<file path="config.mk">
export PLATFORM = sky130hd
export DESIGN_NAME = bram_stream_reader
export DESIGN_NICKNAME = d
export VERILOG_FILES = /design/src/rtl/bram_stream_reader.sv
export SDC_FILE = /design/constraint.sdc
export NUM_CORES = 1
export LEC_CHECK = 0
export ABC_AREA = 1
export ABC_CLOCK_PERIOD_IN_PS = 2000
export CAP_MARGIN = 20
export CORE_MARGIN = 2
export CORE_UTILIZATION = 48
export DETAILED_ROUTE_END_ITERATION = 10
export GPL_TIMING_DRIVEN = 0
export PLACE_DENSITY = 0.76
export SLEW_MARGIN = 5
export SYNTH_ARGS = -nofsm -noshare
export SYNTH_HDL_FRONTEND = slang
export SYNTH_SLANG_ARGS = --single-unit
</file>
<file path="constraint.sdc">
create_clock -name clk -period 2 [get_ports clk]
set_input_delay 0.4 -clock clk [delete_from_list [all_inputs] [get_ports clk]]
set_output_delay 0.4 -clock clk [all_outputs]
set_load 0.01 [all_outputs]
</file>
<file path="src/rtl/bram_stream_reader.sv">
// Burst read engine for the wide BRAM read port. It issues sequential reads under a
// credit check, absorbs the one-cycle read latency in a 3-entry FIFO and emits a valid/ready stream.
module bram_stream_reader #(
  parameter int DATA_WIDTH = 80,
  parameter int ADDR_WIDTH = 9
) (
  input  logic                  clk,
  input  logic                  rst,
  input  logic                  start,
  input  logic [ADDR_WIDTH-1:0] base_addr,
  input  logic [ADDR_WIDTH:0]   length,
  output logic                  busy,
  output logic                  done,
  output logic                  bram_r_valid,
  output logic [ADDR_WIDTH-1:0] bram_r_addr,
  input  logic [DATA_WIDTH-1:0] bram_r_data,
  output logic                  m_valid,
  output logic [DATA_WIDTH-1:0] m_data,
  output logic                  m_last,
  input  logic                  m_ready,
  output logic [1:0]            dbg_state
);

  localparam logic [1:0] S_IDLE  = 2'd0;
  localparam logic [1:0] S_READ  = 2'd1;
  localparam logic [1:0] S_DRAIN = 2'd2;
  localparam logic [1:0] S_DONE  = 2'd3;

  localparam logic [ADDR_WIDTH:0]   CNT_ONE  = 1;
  localparam logic [ADDR_WIDTH-1:0] ADDR_ONE = 1;

  logic [1:0]            state_q, state_d;
  logic [ADDR_WIDTH-1:0] addr_q, addr_d;
  logic [ADDR_WIDTH:0]   len_q, len_d;
  logic [ADDR_WIDTH:0]   issue_cnt_q, issue_cnt_d;
  logic                  inflight_q, inflight_d;
  logic                  inflight_last_q, inflight_last_d;
  logic [DATA_WIDTH-1:0] fifo_data_q [3];
  logic [DATA_WIDTH-1:0] fifo_data_d [3];
  logic                  fifo_last_q [3];
  logic                  fifo_last_d [3];
  logic [1:0]            wr_ptr_q, wr_ptr_d;
  logic [1:0]            rd_ptr_q, rd_ptr_d;
  logic [1:0]            fifo_count_q, fifo_count_d;

  logic issue;
  logic final_issue;
  logic push;
  logic pop;

  // Stream handshake: a beat transfers on a cycle where m_valid & m_ready are both high.
  // Once m_valid rises, it and m_data/m_last hold until that transfer.
  always_comb begin
    state_d         = state_q;
    addr_d          = addr_q;
    len_d           = len_q;
    issue_cnt_d     = issue_cnt_q;
    wr_ptr_d        = wr_ptr_q;
    rd_ptr_d        = rd_ptr_q;
    fifo_count_d    = fifo_count_q;
    fifo_data_d     = fifo_data_q;
    fifo_last_d     = fifo_last_q;

    // Credit ignores a same-cycle pop, so at most three words are ever owed to the FIFO.
    issue       = (state_q == S_READ) &&
                  (({1'b0, fifo_count_q} + {2'b00, inflight_q}) < 3'd3);
    final_issue = issue && ((issue_cnt_q + CNT_ONE) == len_q);
    push        = inflight_q;
    pop         = (fifo_count_q != 2'd0) && m_ready;

    inflight_d      = issue;
    inflight_last_d = final_issue;

    case (state_q)
      S_IDLE: begin
        if (start) begin
          addr_d      = base_addr;
          len_d       = length;
          issue_cnt_d = '0;
          state_d     = (length == '0) ? S_DONE : S_READ;
        end
      end
      S_READ: begin
        if (issue) begin
          addr_d      = addr_q + ADDR_ONE;
          issue_cnt_d = issue_cnt_q + CNT_ONE;
          if (final_issue) state_d = S_DRAIN;
        end
      end
      S_DRAIN: begin
        if (pop && fifo_last_q[rd_ptr_q]) state_d = S_DONE;
      end
      default: state_d = S_IDLE;
    endcase

    if (push) begin
      fifo_data_d[wr_ptr_q] = bram_r_data;
      fifo_last_d[wr_ptr_q] = inflight_last_q;
      wr_ptr_d = (wr_ptr_q == 2'd2) ? 2'd0 : wr_ptr_q + 2'd1;
    end
    if (pop) begin
      rd_ptr_d = (rd_ptr_q == 2'd2) ? 2'd0 : rd_ptr_q + 2'd1;
    end
    case ({push, pop})
      2'b10:   fifo_count_d = fifo_count_q + 2'd1;
      2'b01:   fifo_count_d = fifo_count_q - 2'd1;
      default: fifo_count_d = fifo_count_q;
    endcase
  end

  always_ff @(posedge clk) begin
    if (rst) begin
      state_q         <= S_IDLE;
      addr_q          <= '0;
      len_q           <= '0;
      issue_cnt_q     <= '0;
      inflight_q      <= 1'b0;
      inflight_last_q <= 1'b0;
      wr_ptr_q        <= '0;
      rd_ptr_q        <= '0;
      fifo_count_q    <= '0;
      for (int i = 0; i < 3; i++) begin
        fifo_data_q[i] <= '0;
        fifo_last_q[i] <= 1'b0;
      end
    end else begin
      state_q         <= state_d;
      addr_q          <= addr_d;
      len_q           <= len_d;
      issue_cnt_q     <= issue_cnt_d;
      inflight_q      <= inflight_d;
      inflight_last_q <= inflight_last_d;
      wr_ptr_q        <= wr_ptr_d;
      rd_ptr_q        <= rd_ptr_d;
      fifo_count_q    <= fifo_count_d;
      fifo_data_q     <= fifo_data_d;
      fifo_last_q     <= fifo_last_d;
    end
  end

  assign busy         = (state_q != S_IDLE);
  assign done         = (state_q == S_DONE);
  assign bram_r_valid = issue;
  assign bram_r_addr  = addr_q;
  assign m_valid      = (fifo_count_q != 2'd0);
  assign m_data       = fifo_data_q[rd_ptr_q];
  assign m_last       = m_valid && fifo_last_q[rd_ptr_q];
  assign dbg_state    = state_q;

endmodule

</file>
Yosys cells after proc, flatten, opt, wreduce, memory -nomap -nowiden
Cells that the tools add are included.

operators by class
  bitwise operators = 2
  add/subtract/negate cells = 7
  $lt $le $gt $ge = 4
  multiplexer cells = 27
  reductions and logical operators = 15
  equality and inequality tests = 12

operators by type and width
  operator                 count
  $bwmux W240              1
  $mux W80                 3
  $bmux W80 S2             1
  $demux W80 S2            1
  $mux W10                 2
  $pmux W10 S2             1
  $mux W9                  2
  $pmux W9 S2              1
  $mux W2                  7
  $add A10 B1 Y10 const B  1
  $eq A10 B10 Y1           1
  $eq A2 B2 Y1 const B     5
  $logic_not A10 Y1        1
  $add A9 B1 Y9 const B    1
  $ne A2 B2 Y1 const B     4
  $reduce_bool A2 Y1       4
  $add A2 B1 Y2 const B    3
  $ge A3 B3 Y1 const B     2
  $logic_and A1 B1 Y1      6
  $not A2 Y3               2
  $pmux W2 S3              1
  $eq A2 B1 Y1 const B     2
  $pmux W2 S2              1
  $reduce_and A4 Y1        1
  other kinds (11)         13

word-level totals
  word-level logic and storage cells = 82
  bits in registers = 282
  output and inout port bits = 96

Depth between registers and ports, before layout
Gate-level depths: netlist of run 1.

  depth after elaboration = 7
  gate-level depth with buffers = 15
  depth with buffers taken out = 15

Worst setup path after synthesis of run 1
OpenSTA, ideal clock, no wires.

  path type = flip-flop to flip-flop
  start = register inflight_q
  end = register state_q[0] (netlist: dbg_state[0])
  cell stages (with the launch flop) = 15
  library setup time = 0.113 ns
  arrival = 1.764 ns
  data required time = 1.887 ns
  path slack = 0.123 ns
  cell sequence = dfxtp_1 -> ha_1 -> ha_1 -> nand2_1 -> nand2_1 -> nor2_1 -> nand2_1 -> nor2_1 -> nand3_1 -> nor3_2 -> nand3_1 -> nand2_1 -> nand2_2 -> nor2_1 -> nor2_1

between the ends
  cells in the longest elaborated chain, start to end = 6

RTL lines
  what                                    line  RTL
  start, declared                         36    logic inflight_q, inflight_d;
  start signal, assigned                  131   inflight_q <= inflight_d;
  $add A2 B1 Y3 (*)                       66    (({1'b0, fifo_count_q} + {2'b00, inflight_q}) < 3'd3);
  $lt A3 B2 Y1 (*)                        66
  $logic_and A1 B1 Y1 (*)                 65    issue = (state_q == S_READ) &&
  named net bram_r_valid                  14    output logic bram_r_valid,
  $logic_and A1 B1 Y1                     67    final_issue = issue && ((issue_cnt_q + CNT_ONE) == len_q);
  $ne A2 B2 Y1 (no source line)           --
  $reduce_and A4 Y1 (no source line) (*)  --
  end signal, assigned                    127   state_q <= state_d;
  end, declared                           32    logic [1:0] state_q, state_d;

Mark *: on every way through the listed nets, which the timed path passes. The rest lies on a longest branch.
A chain may end at the register's enable or synchronous reset.

Worst setup path after layout of run 1
  start = register rd_ptr_q[0]
  end = output port m_data[28]

between the ends
  cells in the longest elaborated chain, start to end = 4

RTL lines
  what                                         line  RTL
  start, declared                              43    logic [1:0] rd_ptr_q, rd_ptr_d;
  start signal, assigned                       134   rd_ptr_q <= rd_ptr_d;
  $not A2 Y3 (implied by the code)             146   assign m_data = fifo_data_q[rd_ptr_q];
  $bmux W80 S2                                 146
  $mux W80 (implied by the code) (2 in a row)  146
  end, declared                                18    output logic [DATA_WIDTH-1:0] m_data,

No other way between the ends. The select of a mux whose other input is x is not followed.

==> impl_metrics.env, run 1 <==
export IMPL_synth_nets=1769
export IMPL_crit_fanout=10
export IMPL_cts_buffers=30
export IMPL_r2r_start="inflight_q"
export IMPL_antenna_found_initial=2
export IMPL_syn_area_per_cell_sq_um=7.17
export IMPL_cts_tree="yes"
export IMPL_viasPerCell=5.48
export IMPL_die_width_um=161
export IMPL_hp_start="base_addr[1]"
export IMPL_initial_core_util_pct=48.8
export IMPL_clkSlewWorstSetupHoldPaths_ns=0.07
export IMPL_cts_sinks=282
export IMPL_insertion_delay_ns=0.56
export IMPL_finalWorstSetupSlack_ns=-0.270
export IMPL_ys_ff_latch=282
export IMPL_cp_data_required_time_ns=1.60
export IMPL_fin_nets=2021
export IMPL_fin_crit_ns=2.27
export IMPL_hold_path_class="in -> reg"
export IMPL_multi_input_area_sq_mm=0.00610
export IMPL_clk_path_buf_depth=3
export IMPL_synthTopCellsByArea="dfxtp_1, nor2_1, nand2_1, o21ai_0, a21oi_1"
export IMPL_synth_most_common_cell="nor2_1"
export IMPL_slowest_stage="dfxtp_4"
export IMPL_crit_start="rd_ptr_q[0]"
export IMPL_post_route_drc_count=0
export IMPL_crit_path_frequent_cell="buf_12"
export IMPL_synth_cells=1657
export IMPL_cp_end_kind="output port"
export IMPL_synth_area_sq_mm=0.0119
export IMPL_dpl_hpwl_um=25600
export IMPL_fin_crit_sh_pct=113
export IMPL_skew_ns=0.0145
export IMPL_maxCapViolations=0
export IMPL_violations="negative setup slack"
export IMPL_io_buffers=198
export IMPL_first_iter_violations=1044
export IMPL_critPathLaunchType="register"
export IMPL_synth_area_leader_cell="dfxtp_1"
export IMPL_outcome="complete, but fails checks"
export IMPL_htree_num_levels=1
export IMPL_grt_pass1_vias=11900
export IMPL_tightestPinTransition_ns=0.865
export IMPL_whs_ns=0.452
export IMPL_drt_wirelength_per_cell_um=17.2
export IMPL_coreArea_sq_mm=0.0243
export IMPL_power_density_mw_per_mm2=1200
export IMPL_ys_flop_type="dfxtp_1"
export IMPL_placed_cell_area_sq_mm=0.0143
export IMPL_rsz0062_at_grt="true"
export IMPL_synth_distinct_cells=36
export IMPL_ys_seq_area_share_pct=47.5
export IMPL_crit_arrival_ns=1.87
export IMPL_drt_pass1_iterations=7
export IMPL_crit_chain="inv_6 -> nor2_4 -> buf_12 -> buf_12 -> clkbuf_16 -> a22oi_2 -> nand2_1 -> buf_2"
export IMPL_syn_to_final_growth_pct=34.8
export IMPL_ys_async_sr_fraction_pct=0
export IMPL_synth_edf_count=0
export IMPL_slew_violations=0
export IMPL_root_buffer="clkbuf_16"
export IMPL_synthTopCellsByCount="nor2_1, nand2_1, dfxtp_1, o21ai_0, a21oi_1"
export IMPL_peakVddDrop_mv=0.649
export IMPL_pin_count=199
export IMPL_synth_top_area_share_pct=47.5
export IMPL_stdcell_area_sq_mm=0.0160
export IMPL_slowest_delay_ns=0.37
export IMPL_gp_congestion=0.899
export IMPL_wl_um=38800
export IMPL_num_rows=57
export IMPL_criticalPathCategory="reg -> out"
export IMPL_worst_path_buf_inv=5
export IMPL_dieArea_sq_mm=0.0260
export IMPL_yosysWarnings=0
export IMPL_grt_usage_pct=29.0
export IMPL_drive_gt1_share_pct=16.3
export IMPL_seq_area_sq_mm=0.00566
export IMPL_grt_max_degree=16
export IMPL_num_vias=12400
export IMPL_place_ws_ns=-1.40
export IMPL_max_freq_ghz=0.441
export IMPL_grt_pass1_wl_um=61700
export IMPL_setup_viol=83
export IMPL_antenna_left=0
export IMPL_gr_total_overflow=0
export IMPL_p_leak_nw=6.69
export IMPL_die_h_um=161
export IMPL_postCtsHoldBufs=0
export IMPL_hold_viol=0
export IMPL_slew_headroom_pct=42.3
export IMPL_fillers=2096
export IMPL_path_delay_family="buffers and inverters"
## metrics by stage
step / instances / setup TNS, ns / power, mW / utilization, %
after floorplan: 1657 / 0 / 9.72 / -
after global placement: 2179 / -127.51 / 12.2 / 58.7
after detailed placement: 2179 / -142.27 / 12.3 / 58.7
after CTS: 2256 / -18.34 / 18.9 / 65.6
after global routing: 2257 / -24.18 / 20.0 / 65.8
final: 2258 / -17.60 / 19.2 / 65.8
## path summary, 6_finish.rpt
check / cells past startpoint / slack, ns / end
setup / recovery: 8 / -0.27 / m_data[28]
setup reg to reg: 15 / 0.03 / dbg_state[1]
hold reg to reg: 2 / 0.46 / fifo_data_q[123]
hold / removal: 3 / 0.45 / bram_r_addr[1]
## power breakdown
group	switching, mW	total, mW	internal, mW
Combinational	3.93	6.82	2.89
Clock	2.30	5.53	3.23
Sequential	0.521	6.81	6.29
Total	6.75	19.2	12.4
## cell families after synthesis
group,synth area share (%)
compound gates,19.0
fa+ha+maj,0.948
simple gates,26.8
xor+xnor,0.284
flops,47.5
buf+inv,5.38
## cell usage in the layout, fill, tap and decap left out, drive strengths merged, types with 10 or more instances in the layout
cell	netlist	final
nor2	352	352
nand3	95	95
clkdlybuf4s50	0	113
a21oi	117	117
nand2	324	324
o21ai	199	199
dfxtp	282	282
clkinv	2	10
buf	3	109
clkbuf	113	157
a22oi	72	72
inv	51	51
## worst register-to-register path, stage by stage, from the launching register on
cell     delay [ns]
dfxtp_4        0.36
ha_4           0.16
ha_4           0.21
nand2_4        0.06
nand2_4        0.06
nor2_4         0.11
buf_4          0.12
nand2_1        0.05
nor2_2         0.11
nand3_1        0.09
nor3_2         0.11
nand3_1        0.10
nand2_1        0.08
nand2_2        0.07
nor2_1         0.11
nor2_1         0.06
## what timing repair did
action / 4_1_cts / 5_1_grt
setup endpoints to repair: 349 / 225
pin swaps: 57 / 63
setup buffers: 15 / 1
resized for setup: 538 / 28
gates cloned: 7 / 1
## state kept, by name, summed over array words and instances, names as in the netlist
signal	cells
bram_r_addr	9
wr_ptr_q	2
fifo_count_q	2
fifo_data_q	240
rd_ptr_q	2
inflight_last_q	1
fifo_last_q	3
dbg_state	2
issue_cnt_q	10
inflight_q	1
len_q	10
## layer usage
metal	part of all wire, %	global-route usage [%]
met5	0	0
met3	8.7	4.93
met1	41	37.6
met4	2.6	8.16
met2	48	49.7
## cell type report
type                    count  area share, %
repair buffers            219           11.8
flip-flops and latches    282           35.3
clock buffers              47           5.65
multi-input cells        1206           38.1
well taps                 324           2.53
inverters                  53           1.35
diodes                      1         0.0156
plain buffers             116           4.66
repair inverters            1         0.0469
clock inverters             9          0.531
No activity file was read; power rests on OpenSTA's default activity.
==> inputs of run 2 (changes only) <==
--- a/config.mk
+++ b/config.mk
@@ -8,9 +8,11 @@
 export ABC_AREA = 1
 export ABC_CLOCK_PERIOD_IN_PS = 2000
 export CAP_MARGIN = 20
+export CORE_ASPECT_RATIO = 0.5
 export CORE_MARGIN = 2
 export CORE_UTILIZATION = 48
 export DETAILED_ROUTE_END_ITERATION = 10
+export GPL_ROUTABILITY_DRIVEN = 0
 export GPL_TIMING_DRIVEN = 0
 export PLACE_DENSITY = 0.76
 export SLEW_MARGIN = 5
==> run 2 against run 1 <==
  * The run still ends with negative setup slack left
  * Utilization rose by 0.89 points
  * Wire length rose by 1.2%
  * Register-to-register slack better by 0.04 ns
  * Clock power decreased by 16%
  * Combinational power up 8.4%
  * Critical endpoint is now m_data[59]
  * Highest routed layer unchanged
==> impl_metrics.env, run 2 (synthesized netlist as in run 1, its figures left out) <==
export IMPL_hold_viol=0
export IMPL_root_buffer="clkbuf_16"
export IMPL_grt_usage_pct=28.8
export IMPL_reg_top3="fifo_data_q x240, issue_cnt_q x10, len_q x10"
export IMPL_power_density_mw_per_mm2=1170
export IMPL_grt_pass1_vias=11500
export IMPL_antenna_left=0
export IMPL_max_freq_ghz=0.435
export IMPL_clkSlewWorstSetupHoldPaths_ns=0.07
export IMPL_post_route_drc_count=0
export IMPL_fin_cells=2280
export IMPL_largest_reg_flops=240
export IMPL_drt_wirelength_per_cell_um=17.2
export IMPL_die_width_um=226
export IMPL_drt_pass1_iterations=6
export IMPL_initial_core_util_pct=49.2
export IMPL_place_inst=2191
export IMPL_violations="negative setup slack"
export IMPL_crit_fanout=10
export IMPL_cts_buffers=25
export IMPL_crit_arrival_ns=1.90
export IMPL_slew_violations=0
export IMPL_post_route_util_pct=66.7
export IMPL_setup_viol=82
export IMPL_grt_max_degree=16
export IMPL_fin_nets=2041
export IMPL_final_cell_mix="nor2_1, nand2_1, dfxtp_1"
export IMPL_pin_count=199
export IMPL_postCtsHoldBufs=0
export IMPL_insertion_delay_ns=0.54
export IMPL_switching_share_pct=35.7
export IMPL_power_frac_seq_pct=36.1
export IMPL_maxCapViolations=0
export IMPL_top_register="fifo_data_q"
export IMPL_intPower_mw=12.1
export IMPL_grt_pass1_wl_um=59900
export IMPL_drive_gt1_share_pct=17.1
export IMPL_syn_to_final_growth_pct=35.5
export IMPL_io_buffers=198
export IMPL_die_h_um=115
export IMPL_cp_data_required_time_ns=1.60
export IMPL_antenna_found_initial=2
export IMPL_critPathLaunchType="register"
export IMPL_cts_sinks=282
export IMPL_layout_commonest_cell="nor2_1"
export IMPL_htree_num_levels=1
export IMPL_criticalPathCategory="reg -> out"
export IMPL_viasPerCell=5.49
export IMPL_skew_ns=0.00685
export IMPL_p_leak_nw=6.75
export IMPL_clk_path_buf_depth=3
export IMPL_slew_headroom_pct=40.9
export IMPL_fin_crit_ns=2.30
export IMPL_cp_end_kind="output port"
export IMPL_num_rows=40
export IMPL_tightestPinTransition_ns=0.887
export IMPL_coreArea_sq_mm=0.0241
export IMPL_dieArea_sq_mm=0.0261
export IMPL_dpl_hpwl_um=25200
export IMPL_num_vias=12500
export IMPL_p_comb_share_pct=39.2
export IMPL_first_iter_violations=1145
export IMPL_p_sw_mw=6.73
export IMPL_fin_crit_sh_pct=115
export IMPL_wl_um=39300
export IMPL_rsz0062_at_grt="true"
export IMPL_power_share_clock_pct=24.7
export IMPL_finalWorstSetupSlack_ns=-0.297
export IMPL_peakVddDrop_mv=0.521
export IMPL_cts_tree="yes"
export IMPL_gr_total_overflow=0
export IMPL_outcome="complete, but fails checks"
export IMPL_hold_path_class="in -> reg"
export IMPL_whs_ns=0.451
## run 2: repair_timing
item	4_1_cts	5_1_grt
setup buffers	25	19
endpoints found under the setup margin	350	258
gates resized for setup	489	114
cloned	6	4
pin swaps	35	39
## run 2: area by class of cell
cell class / count / area (sq um)
plain buffers: 115 / 742
flip-flops and latches: 282 / 5660
clock inverters: 4 / 26.3
multi-input cells: 1206 / 6110
repair buffers: 245 / 2190
diodes: 2 / 5.00
clock buffers: 36 / 727
well taps: 336 / 420
inverters: 53 / 214
repair inverters: 1 / 7.51
fillers: 2015 / 8020
## run 2: path summary, 6_finish.rpt
path              cells after the start         endpoint  slack (ns)       startpoint
hold / removal                        3   bram_r_addr[1]        0.45     base_addr[1]
setup reg to reg                     10  fifo_count_q[1]        0.07  fifo_count_q[0]
setup / recovery                      6       m_data[59]       -0.30      rd_ptr_q[0]
hold reg to reg                       2  fifo_data_q[90]        0.46  fifo_data_q[90]
## run 2: routing by layer
metal,vias to the layer above,part of all wire [%],routed length [um],track usage (%)
met5,-,0,0,0
li1,6027,-,-,-
met3,95,7.6,2980,4.19
met1,5851,43,17000,39.0
met2,536,46,18000,47.2
met4,0,3.3,1310,10.4
## run 2: power by group through the flow
stage | Clock [mW] | Combinational, mW | Sequential, mW
floorplan | 0 | 3.00 | 6.72
global placement | 0 | 5.47 | 6.75
detailed placement | 0 | 5.51 | 6.76
CTS | 4.65 | 6.46 | 6.74
global route | 4.88 | 7.86 | 6.86
finish | 4.65 | 7.39 | 6.80
## run 2: critical path, cell delays in order (launching register included)
cell and delay [ns]:
dfxtp_4 0.37, inv_6 0.05, nor2_4 0.20, buf_4 0.17, clkinv_4 0.10, o211ai_1 0.28
buf_2 0.19
## run 2: through the flow
step           TNS [ns]  power [mW]  instance area (sq um)  setup slack, ns
2_1_floorplan         0        9.72                  11900            0.123
3_3_place_gp    -128.48        12.2                  14300            -1.16
3_5_place_dp    -144.06        12.3                  14300            -1.28
4_1_cts          -19.72        17.8                  15700           -0.328
5_1_grt          -22.14        19.6                  16100           -0.346
6_report         -18.56        18.8                  16100           -0.297
